<file path="config.mk">
export PLATFORM = sky130hd
export DESIGN_NAME = trail_writer
export DESIGN_NICKNAME = d
export VERILOG_FILES = /design/src/rtl/trail_writer.sv
export SDC_FILE = /design/constraint.sdc
export NUM_CORES = 1
export LEC_CHECK = 0
export CELL_PAD_IN_SITES_DETAIL_PLACEMENT = 0
export CELL_PAD_IN_SITES_GLOBAL_PLACEMENT = 1
export CORE_ASPECT_RATIO = 0.75
export CORE_UTILIZATION = 36
export CTS_CLUSTER_DIAMETER = 120
export DETAILED_ROUTE_END_ITERATION = 12
export HOLD_SLACK_MARGIN = 0.02
export PLACE_DENSITY = 0.75
export SLEW_MARGIN = 10
export SYNTH_ARGS = -nofsm -noshare
export SYNTH_HDL_FRONTEND = slang
export SYNTH_SLANG_ARGS = --single-unit
export TNS_END_PERCENT = 30
</file>
<file path="constraint.sdc">
create_clock -name Clk -period 4 [get_ports Clk]
set_input_delay 0.8 -clock Clk [delete_from_list [all_inputs] [get_ports Clk]]
set_output_delay 0.8 -clock Clk [all_outputs]
set_load 0.01 [all_outputs]
</file>
<file path="src/rtl/trail_writer.sv">
// trail_writer: clears a 320x480-word frame buffer and writes one trail word per bike on each synchronised frame tick (define TRAIL_THICK_EN to add a companion write at row Y+1)
module trail_writer (
  input  logic        Clk,
  input  logic        Reset,
  input  logic        frame_clk,
  input  logic        Enable,
  input  logic        Clear_Req,
  input  logic [9:0]  Blue_X,
  input  logic [9:0]  Blue_Y,
  input  logic [9:0]  Red_X,
  input  logic [9:0]  Red_Y,
  output logic        WE,
  output logic [18:0] write_address,
  output logic [15:0] Data_In,
  output logic        Busy,
  output logic        Clear_Done
);
`ifdef TRAIL_THICK_EN
  typedef enum logic [2:0] {CLEAR, IDLE, WR_BLUE, WR_BLUE2, WR_RED, WR_RED2} state_t;
`else
  typedef enum logic [1:0] {CLEAR, IDLE, WR_BLUE, WR_RED} state_t;
`endif
  localparam logic [18:0] WORDS = 19'd153600;
  localparam logic [15:0] BG = 16'h0808;
  localparam logic [15:0] BLUE = 16'h0101;
  localparam logic [15:0] RED = 16'h0202;
  state_t state_q, state_d;
  logic [18:0] clr_q, clr_d;
  logic [9:0] bx_q, bx_d, by_q, by_d, rx_q, rx_d, ry_q, ry_d;
  logic s1_q, s2_q, s3_q, tick;
  logic we_q, we_d, busy_q, busy_d, done_q, done_d;
  logic [18:0] addr_q, addr_d;
  logic [15:0] data_q, data_d;
  logic red, comp, bike;
  logic [9:0] px;
  logic [10:0] py;
  assign tick = s2_q & ~s3_q;
  assign WE = we_q;
  assign write_address = addr_q;
  assign Data_In = data_q;
  assign Busy = busy_q;
  assign Clear_Done = done_q;
  always_comb begin
    state_d = state_q;
    clr_d = clr_q;
    bx_d = bx_q;
    by_d = by_q;
    rx_d = rx_q;
    ry_d = ry_q;
    we_d = 1'b0;
    addr_d = addr_q;
    data_d = data_q;
    done_d = 1'b0;
    if (Clear_Req) begin
      state_d = CLEAR;
      clr_d = '0;
    end else begin
      case (state_q)
        CLEAR: begin
          if (clr_q == WORDS) begin
            state_d = IDLE;
            done_d = 1'b1;
          end else begin
            we_d = 1'b1;
            addr_d = clr_q;
            data_d = BG;
            clr_d = clr_q + 19'd1;
          end
        end
        IDLE: begin
          if (tick && Enable) begin
            state_d = WR_BLUE;
            bx_d = Blue_X;
            by_d = Blue_Y;
            rx_d = Red_X;
            ry_d = Red_Y;
          end
        end
`ifdef TRAIL_THICK_EN
        WR_BLUE: state_d = WR_BLUE2;
        WR_BLUE2: state_d = WR_RED;
        WR_RED: state_d = WR_RED2;
`else
        WR_BLUE: state_d = WR_RED;
`endif
        default: state_d = IDLE;
      endcase
    end
    // The registered write belongs to the state being entered, so the blue
    // write appears in the same cycle the block sits in WR_BLUE.
`ifdef TRAIL_THICK_EN
    red = state_d == WR_RED || state_d == WR_RED2;
    comp = state_d == WR_BLUE2 || state_d == WR_RED2;
    bike = red || comp || state_d == WR_BLUE;
`else
    red = state_d == WR_RED;
    comp = 1'b0;
    bike = red || state_d == WR_BLUE;
`endif
    px = red ? rx_d : bx_d;
    py = {1'b0, red ? ry_d : by_d} + {10'd0, comp};
    if (bike && px < 10'd640 && py < 11'd480) begin
      we_d = 1'b1;
      addr_d = {10'd0, px[9:1]} + ({8'd0, py} << 8) + ({8'd0, py} << 6);
      data_d = red ? RED : BLUE;
    end
    busy_d = state_d != IDLE;
  end
  always_ff @(posedge Clk) begin
    if (Reset) begin
      state_q <= CLEAR;
      clr_q <= '0;
      {bx_q, by_q, rx_q, ry_q} <= '0;
      {s1_q, s2_q, s3_q} <= '0;
      we_q <= 1'b0;
      addr_q <= '0;
      data_q <= '0;
      busy_q <= 1'b0;
      done_q <= 1'b0;
    end else begin
      state_q <= state_d;
      clr_q <= clr_d;
      {bx_q, by_q, rx_q, ry_q} <= {bx_d, by_d, rx_d, ry_d};
      {s1_q, s2_q, s3_q} <= {frame_clk, s1_q, s2_q};
      we_q <= we_d;
      addr_q <= addr_d;
      data_q <= data_d;
      busy_q <= busy_d;
      done_q <= done_d;
    end
  end
endmodule

</file>
==> out/metrics.json <==
{
  "result_of_the_run": {"value": "finished clean"},
  "grt_setup_unrepaired": {"value": "false"},
  "final_layout_size_suffix_gt1_frac": {"value": 0.179},
  "holdPathStages": {"value": 2},
  "critical_path_cell_list": {"value": "dlymetal6s2s_1 > and4bb_2 > nand3b_1 > clkbuf_16 > mux2i_4 > a21oi_4 > fa_1 > ha_1 > a211oi_2 > o21ai_1 > a31o_2 > a21oi_2 > xor2_1 > a211oi_1"},
  "multi_input_comb_area": {"value": 2580, "unit": "um^2"},
  "pin_count": {"value": 83},
  "tritoncts.num_buffers": {"value": 9},
  "worstSetupEndpointType": {"value": "flop"},
  "timing.final.setup_violations": {"value": 0},
  "worst_path_dominant_cell_family": {"value": "compound AO/OA/AOI/OAI gates"},
  "share_clk_of_total_power": {"value": 0.481},
  "ys_seq_elements": {"value": 87},
  "fillerInstances": {"value": 1109},
  "via_count": {"value": 3945},
  "max_slew_margin": {"value": 0.381},
  "antenna_found_initial": {"value": 0},
  "post-route-cell-area": {"value": 6090, "unit": "um^2"},
  "worst_path_required_time": {"value": 4.20, "unit": "ns"},
  "hold_crit_start": {"value": "rx_q[5]$_SDFF_PP0_"},
  "maxCapViolations": {"value": 0},
  "timing.rr.start": {"value": "s3_q$_SDFF_PP0_"},
  "crit_fanout": {"value": 6},
  "clock-root-buffer": {"value": "sky130_fd_sc_hd__clkbuf_16"},
  "first_pass_grt_wire_length": {"value": 19200, "unit": "um"},
  "drt_first_pass_iters": {"value": 4},
  "worst_pin_slew": {"value": 0.925, "unit": "ns"},
  "ir_worst_vdd": {"value": 204, "unit": "uV"},
  "post_synth.cell_area_avg": {"value": 8.72, "unit": "um^2"},
  "p_int": {"value": 1500, "unit": "uW"},
  "synth_commonest_cells": {"value": "87 x sky130_fd_sc_hd__dfxtp_1, 64 x sky130_fd_sc_hd__nor2_1, 55 x sky130_fd_sc_hd__nand2_1"},
  "total_power": {"value": 1910, "unit": "uW"},
  "synth_edf_count": {"value": 0},
  "slew_violations": {"value": 0},
  "finalClockSkew": {"value": 0.00547, "unit": "ns"},
  "synth_fa_ha_area_frac": {"value": 0.0673},
  "synth-compound-area-share": {"value": 0.141},
  "cts_max_level": {"value": 3},
  "net-switching-power": {"value": 413, "unit": "uW"},
  "post_cts_hold_buffer_count": {"value": 0},
  "worst_hold_path.endpoint": {"value": "rx_q[5]$_SDFF_PP0_"},
  "route.antenna.remaining_nets": {"value": 0},
  "cts_max_path_buffers": {"value": 2},
  "layout_min_cycle_time": {"value": 3.81, "unit": "ns"},
  "floorplan.die.width": {"value": 131, "unit": "um"},
  "dp.final_hpwl": {"value": 8560, "unit": "um"},
  "clock_latency": {"value": 0.34, "unit": "ns"},
  "synthArstFlopShare": {"value": 0},
  "flow.area_growth_from_synthesis": {"value": 35.3, "unit": "%"},
  "grt_resource_usage_total": {"value": 0.193},
  "core-area": {"value": 11900, "unit": "um^2"},
  "portBuffers": {"value": 70},
  "detail_route.vias_per_cell": {"value": 5.00},
  "final_min_period_over_clock_period": {"value": 0.953},
  "finalCoreUtilization": {"value": 0.513},
  "worst_path_largest_cell_delay": {"value": 0.61, "unit": "ns"},
  "yosysTopAreaCell": {"value": "sky130_fd_sc_hd__dfxtp_1"},
  "synthesized_instance_count": {"value": 516},
  "fin_hold_viols": {"value": 0},
  "dominant_combinational_cell_family_by_area_after_synthesis": {"value": "simple AND/OR/NAND/NOR gates"},
  "synth_largest_type_area_fraction": {"value": 0.387},
  "rr_endpoint": {"value": "write_address[16]$_SDFFE_PP0P_"},
  "postRouteWirelength": {"value": 11700, "unit": "um"},
  "gp_congestion": {"value": 0.789},
  "regArea": {"value": 1740, "unit": "um^2"},
  "synth_simple_gate_area_share": {"value": 0.204},
  "worstSetupStartpointType": {"value": "primary input"},
  "max_freq": {"value": 262, "unit": "MHz"},
  "grt_overflow_total": {"value": 0},
  "die-height": {"value": 98.8, "unit": "um"},
  "critPathArrivalTime": {"value": 4.01, "unit": "ns"},
  "first_global_vias": {"value": 3889},
  "muxShareOfSynthArea": {"value": 0.0804},
  "num_antenna_cells": {"value": 0},
  "seqPwrFrac": {"value": 0.459},
  "clock-sinks": {"value": 87},
  "detail_route.drc_violations": {"value": 0},
  "cts_tree": {"value": "built"},
  "stdcell_count": {"value": 789},
  "synth.distinct_cells": {"value": 58},
  "power_per_cell_area": {"value": 314, "unit": "nW/um^2"},
  "ff2ff_path_depth": {"value": 14},
  "wl_per_cell": {"value": 14.9, "unit": "um"},
  "netlist_top_cells_area": {"value": "sky130_fd_sc_hd__dfxtp_1 39%, sky130_fd_sc_hd__mux2i_1 7.8%, sky130_fd_sc_hd__ha_1 5.8%"},
  "worst-path-buf-inv": {"value": 2},
  "synth_sequential_area_ratio": {"value": 0.387},
  "most_numerous_cell_in_the_yosys_netlist": {"value": "sky130_fd_sc_hd__dfxtp_1"},
  "critPathKind": {"value": "in2reg"},
  "grt_max_degree": {"value": 35},
  "final_net_count": {"value": 690},
  "starting_density": {"value": 0.379},
  "post_synth_xor_area_fraction": {"value": 0.0487},
  "fp.dieArea": {"value": 13000, "unit": "um^2"},
  "fin_setup_tns": {"value": 0, "unit": "ns"},
  "total_leakage_power": {"value": 0.00261, "unit": "uW"},
  "switching_share": {"value": 0.216},
  "cp_slowest_cell": {"value": "sky130_fd_sc_hd__fa_1"},
  "placedCellCount": {"value": 769},
  "pwr-share-comb": {"value": 0.060},
  "yosys_warnings": {"value": 0},
  "postSynth.topFlopCell": {"value": "sky130_fd_sc_hd__dfxtp_1"},
  "hold_path_class": {"value": "reg2reg"},
  "worst_r2r_setup_slack": {"value": 0.43, "unit": "ns"},
  "worst_setup_hold_path_clk_slew": {"value": 0.06, "unit": "ns"},
  "syn_area": {"value": 4500, "unit": "um^2"},
  "total_cell_area_at_the_placement_stage": {"value": 5600, "unit": "um^2"},
  "drt_iter0_markers": {"value": 194},
  "core.rowCount": {"value": 34}
}
## logic make-up after synthesis
family,Yosys count
other,1
and+or+nand+nor,193
muxes,36
DFF,87
xor gates and xnor gates,25
AOI/OAI and AO/OA,98
adders and majority gates,23
buffers and inverters,53
## cell type report
class / instances / area share
clock buffer: 10 / 0.0393
clock inverter: 6 / 0.0150
inverter: 8 / 0.00493
multi-input combinational: 385 / 0.424
sequential: 87 / 0.286
tap: 162 / 0.0333
timing repair buffer: 131 / 0.197
## placed cells by master (no fill, tap or decap), drive strengths merged, types with 3 or more instances in the layout
cell type	n
a211oi	5
a21oi	46
a22oi	3
a311oi	3
a31oi	5
and3	11
buf	61
clkbuf	11
clkdlybuf4s50	67
clkinvlp	3
conb	10
dfxtp	87
ha	21
inv	9
mux2i	35
nand2	57
nand3	24
nand4	7
nor2	64
nor2b	3
nor3	4
nor4	6
o211ai	3
o21ai	16
o21bai	3
o221ai	6
xnor2	12
xor2	13
## routing by layer
| metal | track usage | vias to the layer above | share of wire |
|---|---|---|---|
| li1 | - | 2001 | - |
| met1 | 0.265 | 1861 | 0.49 |
| met2 | 0.306 | 79 | 0.45 |
| met3 | 0.0429 | 4 | 0.049 |
| met4 | 0.0477 | 0 | 0.0042 |
| met5 | 0 | - | 0 |
## registers in the layout (all words and copies together) (netlist names)
name / cells
s2_q: 1
s3_q: 1
write_address: 19
Clear_Done: 1
by_q: 10
rx_q: 9
WE: 1
s1_q: 1
bx_q: 9
Busy: 1
state_q: 2
Data_In: 3
ry_q: 10
clr_q: 19
## per-stage QoR
stage,hold WS (ns),setup slack (ns)
after CTS,0.458,0.000480
final,0.458,0.189
after global placement,0.444,-0.503
after floorplan,0.414,0.0153
after detailed placement,0.444,-0.548
after global routing,0.487,0.00989
## power groups by stage
stage | Sequential, uW | Combinational [uW] | Clock, uW
detailed placement | 897 | 112 | 0
floorplan | 899 | 50.1 | 0
CTS | 878 | 114 | 946
global route | 878 | 123 | 978
global placement | 897 | 112 | 0
finish | 878 | 114 | 921
## what timing repair did
item	CTS	global route
gates cloned	0	1
setup endpoints to repair	5	7
pin swaps	11	6
setup buffers	2	1
gates resized for setup	17	13
## how the worst max path moves through the flow
stage	startpoint	endpoint	slack, ns	cells after the start
2_1_floorplan	Enable	write_address[17]$_SDFFE_PP0P_	0.02	15
3_3_place_gp	Enable	write_address[16]$_SDFFE_PP0P_	-0.50	16
3_5_place_dp	Enable	write_address[16]$_SDFFE_PP0P_	-0.55	16
4_1_cts	Enable	write_address[16]$_SDFFE_PP0P_	0.0005	14
5_1_grt	Enable	write_address[15]$_SDFFE_PP0P_	0.01	17
6_report	Enable	write_address[16]$_SDFFE_PP0P_	0.19	14
## worst reg2reg max path, delay by kind of cell (launching register included)
family / cells / cell delay, ns
XOR/XNOR: 1 / 0.17
AO/OA/AOI/OAI: 6 / 0.94
adder cells (fa/ha/maj): 2 / 0.90
buffers and inverters: 1 / 0.25
AND/OR/NAND/NOR: 4 / 0.85
flip-flops: 1 / 0.32
Power figures use the tool's default switching activity.
